--- src/rtl/ysyx_23060221_ifu_pkg.sv ---
// Shared types and constants for the NPC instruction fetch unit.
// Holds the FSM state encoding, reset PC and the alignment helper.
package ysyx_23060221_ifu_pkg;

  localparam logic [31:0] RESET_PC = 32'h8000_0000;

  typedef enum logic [2:0] {
    ST_REQ      = 3'd0,
    ST_WAIT     = 3'd1,
    ST_HOLD     = 3'd2,
    ST_WAIT_NPC = 3'd3,
    ST_FAULT    = 3'd4
  } ifu_state_e;

  function automatic logic pc_aligned(input logic [1:0] low_bits);
    return (low_bits == 2'b00);
  endfunction

endpackage

--- src/rtl/ysyx_23060221_ifu_if.sv ---
// Fetch memory port: valid/ready request channel plus a response channel.
// The IFU is the master; the instruction memory is the slave.
interface ysyx_23060221_ifu_if;
  logic        mem_req_valid;
  logic        mem_req_ready;
  logic [31:0] mem_req_addr;
  logic        mem_rsp_valid;
  logic [31:0] mem_rsp_data;
  logic        mem_rsp_err;

  modport master (
    output mem_req_valid,
    output mem_req_addr,
    input  mem_req_ready,
    input  mem_rsp_valid,
    input  mem_rsp_data,
    input  mem_rsp_err
  );

  modport slave (
    input  mem_req_valid,
    input  mem_req_addr,
    output mem_req_ready,
    output mem_rsp_valid,
    output mem_rsp_data,
    output mem_rsp_err
  );
endinterface

--- src/rtl/ysyx_23060221_ifu.sv ---
// Instruction fetch unit: one fetch per instruction, handed to decode,
// then waits for writeback's next PC. Bus errors and misaligned PCs park it in FAULT.
module ysyx_23060221_ifu
  import ysyx_23060221_ifu_pkg::*;
(
  input  logic                       clk,
  input  logic                       rst,
  ysyx_23060221_ifu_if.master        mem,
  output logic [31:0]                inst,
  output logic [31:0]                pc,
  output logic                       IFU_valid,
  input  logic                       IDU_ready,
  input  logic                       npc_valid,
  input  logic [31:0]                npc,
  output logic                       fetch_fault,
  output logic [31:0]                fetch_cnt
);

  ifu_state_e  state_q, state_d;
  logic [31:0] pc_q, pc_d;
  logic [31:0] inst_q, inst_d;
  logic [31:0] cnt_q, cnt_d;
  logic        req_valid_q, req_valid_d;

  // State, datapath and counter registers with synchronous reset.
  always_ff @(posedge clk) begin
    if (rst) begin
      state_q     <= ST_REQ;
      pc_q        <= RESET_PC;
      inst_q      <= 32'h0000_0000;
      cnt_q       <= 32'h0000_0000;
      req_valid_q <= 1'b0;
    end else begin
      state_q     <= state_d;
      pc_q        <= pc_d;
      inst_q      <= inst_d;
      cnt_q       <= cnt_d;
      req_valid_q <= req_valid_d;
    end
  end

  // Next-state and datapath updates; each input is only looked at in its own state.
  always_comb begin
    state_d = state_q;
    pc_d    = pc_q;
    inst_d  = inst_q;
    cnt_d   = cnt_q;
    case (state_q)
      ST_REQ: begin
        // req_valid_q is low in the first cycle out of reset, so no acceptance there.
        if (req_valid_q && mem.mem_req_ready) begin
          state_d = ST_WAIT;
        end else begin
          state_d = ST_REQ;
        end
      end
      ST_WAIT: begin
        if (mem.mem_rsp_valid) begin
          if (mem.mem_rsp_err) begin
            state_d = ST_FAULT;
          end else begin
            inst_d  = mem.mem_rsp_data;
            state_d = ST_HOLD;
          end
        end else begin
          state_d = ST_WAIT;
        end
      end
      ST_HOLD: begin
        if (IDU_ready) begin
          cnt_d   = cnt_q + 32'd1;
          state_d = ST_WAIT_NPC;
        end else begin
          state_d = ST_HOLD;
        end
      end
      ST_WAIT_NPC: begin
        if (npc_valid) begin
          if (pc_aligned(npc[1:0])) begin
            pc_d    = npc;
            state_d = ST_REQ;
          end else begin
            state_d = ST_FAULT;
          end
        end else begin
          state_d = ST_WAIT_NPC;
        end
      end
      ST_FAULT: state_d = ST_FAULT;
      default:  state_d = ST_FAULT;
    endcase
    req_valid_d = (state_d == ST_REQ);
  end

  assign mem.mem_req_valid = req_valid_q;
  assign mem.mem_req_addr  = pc_q;
  assign inst              = inst_q;
  assign pc                = pc_q;
  assign IFU_valid         = (state_q == ST_HOLD);
  assign fetch_fault       = (state_q == ST_FAULT);
  assign fetch_cnt         = cnt_q;

endmodule

--- src/flat_wrapper.sv ---
// flat-port wrapper written by rule: the top's interface ports become plain ports
module ysyx_23060221_ifu_flat import ysyx_23060221_ifu_pkg::*;
  (clk, rst, inst, pc, IFU_valid, IDU_ready, npc_valid, npc, fetch_fault, fetch_cnt, mem_mem_req_valid, mem_mem_req_addr, mem_mem_req_ready, mem_mem_rsp_valid, mem_mem_rsp_data, mem_mem_rsp_err);
  ysyx_23060221_ifu_if mem_i ();
  input  logic clk;
  input  logic rst;
  output logic [31:0] inst;
  output logic [31:0] pc;
  output logic IFU_valid;
  input  logic IDU_ready;
  input  logic npc_valid;
  input  logic [31:0] npc;
  output logic fetch_fault;
  output logic [31:0] fetch_cnt;
  output wire logic [$bits(mem_i.mem_req_valid)-1:0] mem_mem_req_valid;
  output wire logic [$bits(mem_i.mem_req_addr)-1:0] mem_mem_req_addr;
  input wire logic [$bits(mem_i.mem_req_ready)-1:0] mem_mem_req_ready;
  input wire logic [$bits(mem_i.mem_rsp_valid)-1:0] mem_mem_rsp_valid;
  input wire logic [$bits(mem_i.mem_rsp_data)-1:0] mem_mem_rsp_data;
  input wire logic [$bits(mem_i.mem_rsp_err)-1:0] mem_mem_rsp_err;
  assign mem_mem_req_valid = mem_i.mem_req_valid;
  assign mem_mem_req_addr = mem_i.mem_req_addr;
  assign mem_i.mem_req_ready = mem_mem_req_ready;
  assign mem_i.mem_rsp_valid = mem_mem_rsp_valid;
  assign mem_i.mem_rsp_data = mem_mem_rsp_data;
  assign mem_i.mem_rsp_err = mem_mem_rsp_err;
  ysyx_23060221_ifu u_core (.clk(clk), .rst(rst), .mem(mem_i), .inst(inst), .pc(pc), .IFU_valid(IFU_valid), .IDU_ready(IDU_ready), .npc_valid(npc_valid), .npc(npc), .fetch_fault(fetch_fault), .fetch_cnt(fetch_cnt));
endmodule
--- config.mk ---
export PLATFORM = sky130hd
export DESIGN_NAME = ysyx_23060221_ifu_flat
export DESIGN_NICKNAME = d
export VERILOG_FILES = /design/src/rtl/ysyx_23060221_ifu_pkg.sv /design/src/rtl/ysyx_23060221_ifu_if.sv /design/src/rtl/ysyx_23060221_ifu.sv /design/src/flat_wrapper.sv
export SDC_FILE = /design/constraint.sdc
export NUM_CORES = 1
export LEC_CHECK = 0
export ABC_AREA = 1
export BUFFER_PORTS_ARGS = -buffer_cell sky130_fd_sc_hd__buf_2
export CORE_UTILIZATION = 47
export CTS_CLUSTER_DIAMETER = 40
export DETAILED_ROUTE_END_ITERATION = 6
export PLACE_DENSITY = 0.86
export SYNTH_ARGS = -nofsm -noshare
export SYNTH_HDL_FRONTEND = slang
export SYNTH_SLANG_ARGS = --single-unit
--- constraint.sdc ---
create_clock -name clk -period 1.9 [get_ports clk]
set_clock_uncertainty 0.05 [all_clocks]
set_input_delay 0.19 -clock clk [delete_from_list [all_inputs] [get_ports clk]]
set_output_delay 0.19 -clock clk [all_outputs]
set_load 0.1 [all_outputs]
# Word level (Yosys, flattened, before mapping)
# Index checks and enable logic that the tools add are counted.
[classes]
addsub = 1
bitwise_logic = 1
mux = 7
n_eq_ne = 4
n_reduce_logical = 7
[op_table]
columns = ["operator", "count"]
rows = [
  ["$add A32 B1 Y32 const B", 1],
  ["$mux W3", 4],
  ["$pmux W3 S4", 1],
  ["$eq A3 B2 Y1 const B", 2],
  ["$logic_not A3 Y1", 2],
  ["$reduce_and A3 Y1", 2],
  ["$eq A3 B1 Y1 const B", 1],
  ["$eq A3 B3 Y1 const B", 1],
  ["$logic_not A2 Y1", 1],
  ["$mux W1", 2],
  ["$reduce_and A2 Y1", 1],
  ["$logic_and A1 B1 Y1", 1],
  ["$not A1 Y1", 1],
]
[word_totals]
inputBits = 71
wordCells = 25
out_inout_bits = 131
reg_bits = 100

# Logic depth before layout (Yosys ltp)
[logic_depth]
word_depth = 5
depth_mapped = 10
depth_no_buf = 9

# Least setup slack after synthesis
# No wires, ideal clock.
[synth_timing]
path_type = "register to output"
start = "register u_core.state_q[2]"
end = "output fetch_fault"
path_buffers = 0
t_required_ns = 1.660
setup_slack_ns = -0.808
t_arrival_ns = 2.468
path_stages_with_launch = 3
cell_sequence = "dfxtp_1 inv_1 nor3_1"
[synth_via]
elab_chain_len = 1
[synth_lines]
columns = ["element", "line", "text"]
rows = [
  ["from (decl)", "ysyx_23060221_ifu.sv:19", "ifu_state_e state_q, state_d;"],
  ["from (signal assigned)", "ysyx_23060221_ifu.sv:34", "state_q <= state_d;"],
  ["$eq A3 B3 Y1", "ysyx_23060221_ifu.sv:100", "assign fetch_fault = (state_q == ST_FAULT);"],
  ["to (decl)", "flat_wrapper.sv:13", "output logic fetch_fault;"],
]
# Every way passes these cells.

# Final worst setup path
[layout_timing]
start = "register u_core.state_q[1]"
end = "output fetch_fault"
# Same word-level chain as after synthesis.

==> impl_metrics.tcl <==
set metrics [dict create \
    period_needed_ns 1.81 \
    ant_nets 0 \
    synth_xor_area_share_pct 0.390 \
    tightest_slew_ns 0.538 \
    finalHoldViolCount 0 \
    synth_top_area_share_pct 44.5 \
    clock_latency_ns 0.36 \
    synth_fp_nets 718 \
    viasPerCell 4.90 \
    htree_levels 3 \
    cts_tree "done" \
    placed_area_um2 5420 \
    holdCritPathClass "in2reg" \
    netlist_area_um2 4500 \
    diodes 0 \
    slew_headroom_pct 64.1 \
    synth_cell_types 28 \
    synthCells 646 \
    syn_area_per_cell_um2 6.96 \
    critPathMaxFanout 4 \
    syn2layout_area_growth_pct 37.9 \
    fin_area_um2 6200 \
    drv_slew 0 \
    die_y_um 99.8 \
    async_reset_ff_share_pct 0 \
    clock-sinks 100 \
    dieArea_um2 9960 \
    finish.net_count 935 \
    ys.flop_type "dfxtp_1" \
    synthMuxAreaShare_pct 0 \
    root_buffer "clkbuf_8" \
    grt_usage_pct 26.8 \
    drive_gt1_share_pct 31.3 \
    vias 4890 \
    synth_adder_area_share_pct 0.278 \
    finalSetupViolCount 0 \
    clkSlewWorstSetupHoldPaths_ns 0.09 \
    cp.arrival_ns 1.57 \
    routed-wl-met2_mm 6.78 \
    cp_data_required_time_ns 1.66 \
    highest_layer "met4" \
    hpwlAfterDp_mm 8.65 \
    synth_seq_cells 100 \
    routedWlPerCell_um 13.6 \
    synth_top_family_by_area "simple AND/OR/NAND/NOR gates" \
    synth_common_cells "nor2_1 (193), dfxtp_1 (100), nand2_1 (73)" \
    met1Wirelength_mm 5.36 \
    synthTopCellsByArea "dfxtp_1 (45%), nor2_1 (16%), o21ai_0 (7.8%), nand2_1 (6.1%), buf_4 (5.5%)" \
    met3_length_mm 1.09 \
    io_pins 202 \
    fin_ws_ns 0.0884 \
    cts_setup_buffers 0 \
    worst_setup_path_start_kind "flip-flop" \
    p_per_area_nw_per_um2 683 \
    rows 35 \
    core_area_um2 9240 \
    maxCapViolCount 0 \
    die-width_um 99.8 \
    drc_errors 0 \
    period_share_pct 95.3 \
    peakVddDrop_uv 479 \
    synthMostInstantiatedCell "nor2_1" \
    synthSimpleGateAreaFrac_pct 31.5 \
    pre_cts_ws_ns 0.144 \
    fillers 802 \
    grt_max_degree 57 \
    rsz0062_at_grt "true" \
    grt_pass1_vias 4532 \
    fin_tns_setup_ns 0 \
    grt_pass1_wl_mm 21.1 \
    grt_overflow 0 \
    initial_core_util_pct 48.7 \
    synth_compound_area_share_pct 10.2 \
    crit_type "reg2out" \
    status "complete, no violations" \
    endpoint_kind "output pin" \
    synth_seq_area_share_pct 44.5 \
    io_buffer_count 201 \
    drt_pass1_iterations 4 \
    antenna_found_initial 0 \
    cts_buffers 9 \
    place.gp.congestion 0.939 \
    clockBufferDepth 2 \
    leakage_nw 3.16 \
    yosys.area.top_type "dfxtp_1" \
    fmax_ghz 0.552 \
    wl_mm 13.6 \
    yosys_warnings 0 \
    synth_edf_count 0 \
    first_iter_violations 224 \
]
==> sequential cells by signal, summed over array words and instances (netlist names) <==
| signal | count |
|---|---|
| u_core.fetch_cnt | 32 |
| u_core.state_q | 3 |
| u_core.inst | 32 |
| u_core.mem.mem_req_valid | 1 |
| u_core.mem.mem_req_addr | 32 |
==> stage by stage <==
stage / utilization (%) / hold slack [ns] / instances / power, mW
floorplan: - / 0.266 / 646 / 2.48
global placement: 58.7 / 0.351 / 928 / 2.61
detailed placement: 58.7 / 0.356 / 928 / 2.61
CTS: 66.8 / 0.00134 / 996 / 4.25
global route: 67.1 / 0.00130 / 997 / 4.37
finish: 67.1 / 0.0162 / 997 / 4.24
==> cells by family after synthesis <==
kind of cell | Yosys count
simple gates | 335
xor+xnor | 2
fa+ha+maj | 1
buf+inv | 117
flops | 100
compound gates | 91
==> routing by layer <==
| layer | track usage (%) | vias to the layer above |
|---|---|---|
| li1 | - | 2439 |
| met1 | 30.7 | 2178 |
| met5 | 0 | - |
| met4 | 8.71 | 0 |
| met3 | 7.38 | 37 |
| met2 | 48.3 | 236 |
==> report_power, final <==
group          internal (mW)  switching [mW]  leakage, nW
Combinational          0.178           0.347         2.23
Clock                  0.824           0.745        0.111
Sequential              2.12          0.0197        0.820
Total                   3.12            1.11         3.16
==> area by class of cell <==
cell class                      count  area [um^2]  area share (%)
Clock inverter                      5         81.3            1.31
Tap cell                          129          161            2.60
Clock buffer                       11          153            2.46
Multi-Input combinational cell    429         1920            30.9
Sequential cell                   100         2040            32.9
Inverter                           60          225            3.63
Timing Repair Buffer              263         1620            26.2
==> worst max-delay path, cell delays in order (launching register included) <==
cell and delay [ns]:
dfxtp_1 0.37, buf_4 0.17, nor3_2 0.21, buf_2 0.47
==> final timing paths <==
| path | startpoint | depth (start not counted) | endpoint | slack (ns) |
|---|---|---|---|---|
| max reg2reg | u_core.state_q[1] | 7 | u_core.inst[7] | 0.15 |
| max | u_core.state_q[1] | 3 | fetch_fault | 0.09 |
| min | npc[16] | 3 | u_core.mem.mem_req_addr[16] | 0.02 |
| min reg2reg | u_core.mem.mem_req_addr[0] | 2 | u_core.mem.mem_req_addr[0] | 0.42 |
==> layout by cell type (no fill, tap or decap), drive strengths merged <==
| cell | count |
|---|---|
| nor3 | 14 |
| a21oi | 14 |
| or2 | 1 |
| clkbuf | 12 |
| buf | 209 |
| nor2 | 201 |
| nand4 | 6 |
| ha | 1 |
| xor2 | 1 |
| nand3 | 38 |
| o21a | 1 |
| dfxtp | 100 |
| xnor2 | 1 |
| a211oi | 1 |
| nor3b | 1 |
| nand3b | 1 |
| bufinv | 2 |
| clkinvlp | 2 |
| nand2 | 73 |
| dlygate4sd3 | 53 |
| o21ai | 75 |
| inv | 61 |
==> repair_timing <==
item | CTS | global route
setup endpoints to repair | 0 | 7
gates resized for setup | 0 | 3
hold buffers | 52 | 1
endpoints found under the hold margin | 52 | 1
No activity file was read; power rests on OpenSTA's default activity.
